[config.mk]
export PLATFORM = sky130hd
export DESIGN_NAME = ex_mem_skid
export DESIGN_NICKNAME = d
export VERILOG_FILES = /design/src/rtl/ex_mem_skid.sv
export SDC_FILE = /design/constraint.sdc
export NUM_CORES = 1
export LEC_CHECK = 0
export ABC_AREA = 1
export CAP_MARGIN = 20
export CORE_MARGIN = 3
export CORE_UTILIZATION = 40
export DETAILED_ROUTE_END_ITERATION = 8
export MAX_ROUTING_LAYER = met4
export SYNTH_ARGS = -nofsm -noshare
export SYNTH_HDL_FRONTEND = slang
export SYNTH_SLANG_ARGS = --single-unit
[constraint.sdc]
create_clock -name clk -period 1.6 [get_ports clk]
set_input_delay 0.24 -clock clk [delete_from_list [all_inputs] [get_ports clk]]
set_output_delay 0.24 -clock clk [all_outputs]
set_load 0.01 [all_outputs]
[src/rtl/ex_mem_skid.sv]
// EX->MEM pipeline boundary: two-entry skid buffer with a registered zero flag per entry.
// in_ready comes straight from a flop, so MEM backpressure never forms a combinational path back into EX.
module ex_mem_skid #(
  parameter int DW = 8,
  parameter int RW = 3
) (
  input  logic          clk,
  input  logic          reset,
  input  logic          flush,
  input  logic          in_valid,
  output logic          in_ready,
  input  logic [DW-1:0] in_result,
  input  logic [DW-1:0] in_store,
  input  logic [RW-1:0] in_dest,
  input  logic          in_mem_read,
  input  logic          in_mem_write,
  input  logic          in_reg_write,
  output logic          out_valid,
  input  logic          out_ready,
  output logic [DW-1:0] out_result,
  output logic [DW-1:0] out_store,
  output logic [RW-1:0] out_dest,
  output logic          out_mem_read,
  output logic          out_mem_write,
  output logic          out_reg_write,
  output logic          out_zero
);

  typedef struct packed {
    logic [DW-1:0] result;
    logic [DW-1:0] store;
    logic [RW-1:0] dest;
    logic          mem_read;
    logic          mem_write;
    logic          reg_write;
    logic          zero;
  } entry_t;

  typedef enum logic [1:0] {
    EMPTY = 2'd0,
    ONE   = 2'd1,
    FULL  = 2'd2
  } state_t;

  state_t state_q, state_d;
  entry_t main_q, main_d;
  entry_t skid_q, skid_d;
  entry_t in_entry;
  logic   in_ready_q, in_ready_d;
  logic   out_valid_q, out_valid_d;
  logic   accept;
  logic   pop;

  // The zero flag is evaluated once at capture and then travels with its entry.
  always_comb begin
    in_entry           = '0;
    in_entry.result    = in_result;
    in_entry.store     = in_store;
    in_entry.dest      = in_dest;
    in_entry.mem_read  = in_mem_read;
    in_entry.mem_write = in_mem_write;
    in_entry.reg_write = in_reg_write;
    in_entry.zero      = ~|in_result;
  end

  assign accept = in_valid & in_ready_q;
  assign pop    = out_valid_q & out_ready;

  always_comb begin
    state_d = state_q;
    main_d  = main_q;
    skid_d  = skid_q;
    if (flush) begin
      state_d          = EMPTY;
      main_d.mem_read  = 1'b0;
      main_d.mem_write = 1'b0;
      main_d.reg_write = 1'b0;
    end else begin
      case (state_q)
        EMPTY: begin
          if (accept) begin
            main_d  = in_entry;
            state_d = ONE;
          end
        end
        ONE: begin
          if (accept && pop) begin
            main_d = in_entry;
          end else if (accept) begin
            skid_d  = in_entry;
            state_d = FULL;
          end else if (pop) begin
            // Head drained: an invalid head must not carry live control bits.
            main_d.mem_read  = 1'b0;
            main_d.mem_write = 1'b0;
            main_d.reg_write = 1'b0;
            state_d          = EMPTY;
          end
        end
        FULL: begin
          if (pop) begin
            main_d  = skid_q;
            state_d = ONE;
          end
        end
        default: begin
          state_d = EMPTY;
        end
      endcase
    end
    out_valid_d = (state_d != EMPTY);
    in_ready_d  = (state_d != FULL);
  end

  always_ff @(posedge clk) begin
    if (reset) begin
      state_q     <= EMPTY;
      main_q      <= '0;
      skid_q      <= '0;
      in_ready_q  <= 1'b1;
      out_valid_q <= 1'b0;
    end else begin
      state_q     <= state_d;
      main_q      <= main_d;
      skid_q      <= skid_d;
      in_ready_q  <= in_ready_d;
      out_valid_q <= out_valid_d;
    end
  end

  assign in_ready      = in_ready_q;
  assign out_valid     = out_valid_q;
  assign out_result    = main_q.result;
  assign out_store     = main_q.store;
  assign out_dest      = main_q.dest;
  assign out_mem_read  = main_q.mem_read;
  assign out_mem_write = main_q.mem_write;
  assign out_reg_write = main_q.reg_write;
  assign out_zero      = main_q.zero;

endmodule

Yosys cells after proc, flatten, opt, wreduce, memory -nomap -nowiden
Index checks and enable logic that the tools add are counted.
{"block": "op_classes", "eq_ne": 8, "muxes": 15, "n_bitwise": 4, "n_reduce_logical": 10}
{"operator": "23-bit one-hot mux with 3 select lines", "n": 1}
{"operator": "23-bit 2-to-1 mux", "n": 2}
{"operator": "19-bit 2-to-1 mux", "n": 1}
{"operator": "2-bit 2-to-1 mux", "n": 6}
{"operator": "5-bit AND reduction", "n": 2}
{"operator": "3-bit 2-to-1 mux", "n": 3}
{"operator": "2-bit inequality test, second input constant", "n": 4}
{"operator": "8-bit OR reduction", "n": 1}
{"operator": "3-bit inequality test, second input constant", "n": 2}
{"operator": "2-bit one-hot mux with 3 select lines", "n": 1}
{"operator": "4-bit AND reduction", "n": 1}
{"operator": "3-bit nonzero test", "n": 1}
{"operator": "1-bit AND", "n": 2}
{"operator": "2-bit by 1-bit equality test with 1-bit output, second input constant", "n": 1}
{"operator": "2-bit equality test, second input constant", "n": 1}
{"operator": "2-bit zero test", "n": 1}
{"operator": "1-bit inverter", "n": 2}
{"operator": "2-bit nonzero test", "n": 1}
{"operator": "2-bit OR reduction", "n": 1}
{"operator": "1-bit logical AND", "n": 1}
{"operator": "1-bit zero test", "n": 1}
{"operator": "1-bit 2-to-1 mux", "n": 1}
{"block": "totals", "register_bits": 50, "input_bits": 27, "output_inout_bits": 25, "elab_cells": 54}

Logic depth before layout (Yosys ltp)
{"block": "logic_depth", "depth_word": 7, "ltp_mapped": 12, "depth_no_buf": 10}

Worst setup path after synthesis
Ideal clock, no wire load.
{"block": "synth_timing", "path_type": "register to register", "from": "register state_q[0]", "to": "register main_q (netlist bit out_mem_read)", "setup_time_ps": 117, "t_arrival_ps": 1379, "slack_ps": 104, "path_stages_with_launch": 10, "n_path_buf": 1, "synth_period_minus_slack_ps": 1496, "path_cell_list": "dfxtp_1 inv_1 ha_1 nand2_1 clkbuf_1 inv_1 nand2_1 nand2_1 nor2_1 nor2_1"}
{"block": "synth_via", "elab_chain_cells": 3, "word_cells_on_any_way": 10}
{"item": "from (decl)", "line_no": "45", "text": "state_t state_q, state_d;"}
{"item": "from (signal assigned)", "line_no": "123", "text": "state_q <= state_d;"}
{"item": "2-bit by 1-bit equality test with 1-bit output (tied with other cells)", "line_no": "79", "text": "case (state_q)"}
{"item": "3-bit inequality test (no line) (tied with other cells)"}
{"item": "5-bit AND reduction (no line)"}
{"item": "to (signal assigned)", "line_no": "124", "text": "main_q <= main_d;"}
{"item": "to (decl)", "line_no": "46", "text": "entry_t main_q, main_d;"}
Parallel ways exist; a longest one is shown, timed or not.
A chain may end at the register's enable or synchronous reset.

Final worst setup path
{"block": "layout_timing", "from": "register state_q[1]", "to": "register in_ready_q, in the netlist in_ready"}
{"block": "layout_via", "elab_chain_cells": 6, "word_cells_on_any_way": 11}
{"item": "2-bit 2-to-1 mux", "line_no": "92", "text": "end else if (pop) begin"}
{"item": "2-bit 2-to-1 mux", "line_no": "89", "text": "end else if (accept) begin"}
{"item": "2-bit 2-to-1 mux", "line_no": "87", "text": "if (accept && pop) begin"}
{"item": "2-bit one-hot mux with 3 select lines (*)", "line_no": "79"}
{"item": "2-bit 2-to-1 mux (*)", "line_no": "73", "text": "if (flush) begin"}
{"item": "2-bit inequality test (*)", "line_no": "112", "text": "in_ready_d = (state_d != FULL);"}
{"item": "to (signal assigned)", "line_no": "126", "text": "in_ready_q <= in_ready_d;"}
{"item": "to (decl)", "line_no": "49", "text": "logic in_ready_q, in_ready_d;"}
Mark *: on every way between the ends. The rest lies on a longest branch, timed or not.

==> flow_summary.toml <==
[routing]
dr.pass1.iters = 6
drc = 0
vias = 2323
routed_via_density = 4.58
ant_nets = 0
drt-initial-drc-count = 71
wirelength_um = 5760
wire_per_inst_um = 11.4

[place]
dp_cells = 496
io_buffers = 51
post_dp_cell_area_um2 = 3190
place.gp.congestion = 0.823
dp_hpwl_um = 4120

[cells_and_area]
nets = 462
postLayoutCellArea_um2 = 3410
layout_common_cells = "67 x nand2_1, 57 x nor2_1, 52 x inv_1"
final_common_cell = "nand2_1"
layout-drive-gt1-share_pct = 13.9
area_delta_synth_final_pct = 35.8
antenna_cells = 0
finalNonFillerCells = 507

[clock_network]
clock-sinks = 50
cts_max_level = 2
hold_buffers = 0
clock_latency_ps = 290
tritoncts = "done"
clockBufferDepth = 2
path_clk_slew_ps = 90
numCtsBuffers = 5
cts-root-buf = "clkbuf_8"

[yosys]
ys_ff_latch = 50
ys_types = 24
yosys_warnings = 0
yosys.area_share.simple_pct = 29.5
synth_fa_ha_area_share_pct = 2.00
syn_avg_cell_area_um2 = 6.89
synth_xor_area_share_pct = 0
synth_nets = 395
synth-compound-area-share_pct = 14.8
ys_seq_area_share_pct = 39.9
postSynthCellCount = 364
synthMuxAreaShare_pct = 0
synth_top_family_by_area = "simple AND/OR/NAND/NOR gates"
synth_area_um2 = 2510

[power_and_ir_drop]
irDropWorstVdd_uv = 399
p_leak_nw = 1.51
total_power_mw = 2.80
p_per_area_nw_per_um2 = 822

[sta]
finClkSkew_ps = 1.61
rsz0062_at_grt = "yes"
period_share_pct = 93.4
period_minus_slack_ps = 1490
max_slew_margin_pct = 84.5
hold_violations = 0
report.final.slew_viol_count = 0
fin_tns_setup_ps = 0
fmax_ghz = 0.669
finalSetupViolCount = 0
worst_slew_pin_slew_ps = 232

[flow_run]
max_cap_violations = 0

[worst_setup_path]
worstPathMaxFanout = 6
setup.worst_path.class = "reg2reg"
critPathRequiredTime_ps = 1790
crit_arrival_ps = 1690
reg2reg_depth = 8
critPathLaunchType = "flip-flop"
cp-end-kind = "flip-flop"

[grt]
antenna_found_initial = 0
grt_max_degree = 43
grt.overflow.total = 0
grt_pass1_vias = 2257
grt_usage_pct = 17.4
grt_first_pass_wirelength_um = 10100

[worst_hold_path]
hold_class = "reg2reg"
min_delay_path_depth = 2

[floorplan]
dieArea_um2 = 7260
start_util_pct = 41.9
rows = 28
fp.dieW_um = 85.2
die_h_um = 85.2
core_area_um2 = 5990
io_pins = 52

[outcome]
status = "finished, final reports clean"
## report_power, final
group          switching (mW)  total (mW)  leakage, nW  internal [mW]
Sequential             0.0286        1.33        0.409           1.30
Combinational           0.281       0.583         1.05          0.302
Clock                   0.418       0.885       0.0514          0.467
Total                   0.728        2.80         1.51           2.07
## synth_stat cells
library cell	instances	share of area, %
nor2_2	2	0.50
inv_1	53	7.9
nor2_1	57	8.5
nand3_2	1	0.40
buf_4	3	0.90
a21oi_4	1	0.65
nor2_8	1	0.80
dfxtp_1	50	40
a21oi_1	24	4.8
o211ai_1	1	0.30
nand2_1	69	10
nand2_4	4	1.8
clkinv_2	1	0.20
nand3_1	24	4.8
inv_2	3	0.45
ha_1	4	2.0
buf_2	2	0.40
nor2_4	1	0.45
a21boi_0	1	0.30
buf_6	7	3.1
nand2_2	5	1.2
o21ai_0	44	8.8
clkbuf_1	5	0.75
nand3_4	1	0.70
## critical path: stages, from the launching register on
cell     delay (ps)
dfxtp_1         320
inv_1           110
ha_2            230
nand2_2          90
nor2_4          160
buf_4           180
o21ai_0          80
a21oi_1         160
nand2_1          70
## layout make-up
type | count | area (um^2)
clock buffers | 6 | 72.6
clock inverters | 2 | 37.5
fillers | 586 | 2580
inverters | 57 | 215
multi-input cells | 240 | 1200
flip-flops and latches | 50 | 1000
well taps | 75 | 93.8
repair buffers | 77 | 779
## repair_timing
| action | CTS | global route |
|---|---|---|
| endpoints found under the hold margin | 0 | 0 |
| pin swaps | 0 | 1 |
| endpoints found under the setup margin | 15 | 41 |
| gates resized for setup | 2 | 20 |
| setup buffers | 0 | 3 |
## sequential cells by signal, indices dropped and copies added, names as in the netlist
| signal | cells |
|---|---|
| skid_q | 23 |
| out_store | 8 |
| out_zero | 1 |
| out_valid | 1 |
| out_result | 8 |
| out_mem_read | 1 |
| out_reg_write | 1 |
| out_mem_write | 1 |
| in_ready | 1 |
| out_dest | 3 |
| state_q | 2 |
## logic make-up (layout without fill, tap and decap cells)
group	Yosys count	count (layout)
AO/OA/AOI/OAI	71	71
AND/OR/NAND/NOR	165	165
flip-flops	50	50
buffers and inverters	74	142
adder cells (fa/ha/maj)	4	4
## metrics by stage
step           utilization, %  setup WS, ps  hold slack (ps)
3_3_place_gp             53.3         -62.8              431
2_1_floorplan               -           104              309
5_1_grt                  56.9         -22.6              474
3_5_place_dp             53.3         -98.4              437
4_1_cts                  55.2          20.7              451
6_report                 56.9           105              450
## worst paths after layout
check	slack, ps	end	start
max	110	in_ready$_SDFF_PP1_	state_q[1]$_SDFF_PP0_
min	450	skid_q[14]$_SDFFE_PP0P_	skid_q[14]$_SDFFE_PP0P_
min reg2reg	450	skid_q[14]$_SDFFE_PP0P_	skid_q[14]$_SDFFE_PP0P_
max reg2reg	110	in_ready$_SDFF_PP1_	state_q[1]$_SDFF_PP0_
## per-layer routing
layer | global-route usage (%) | part of all wire (%) | wire [um] | up-vias
met1 | 22.3 | 50 | 2850 | 1024
li1 | - | - | - | 1257
met4 | 3.88 | 0.38 | 22 | 0
met5 | - | 0 | 0 | -
met2 | 28.5 | 46 | 2640 | 40
met3 | 3.50 | 4.2 | 242 | 2
Power figures use the tool's default switching activity.
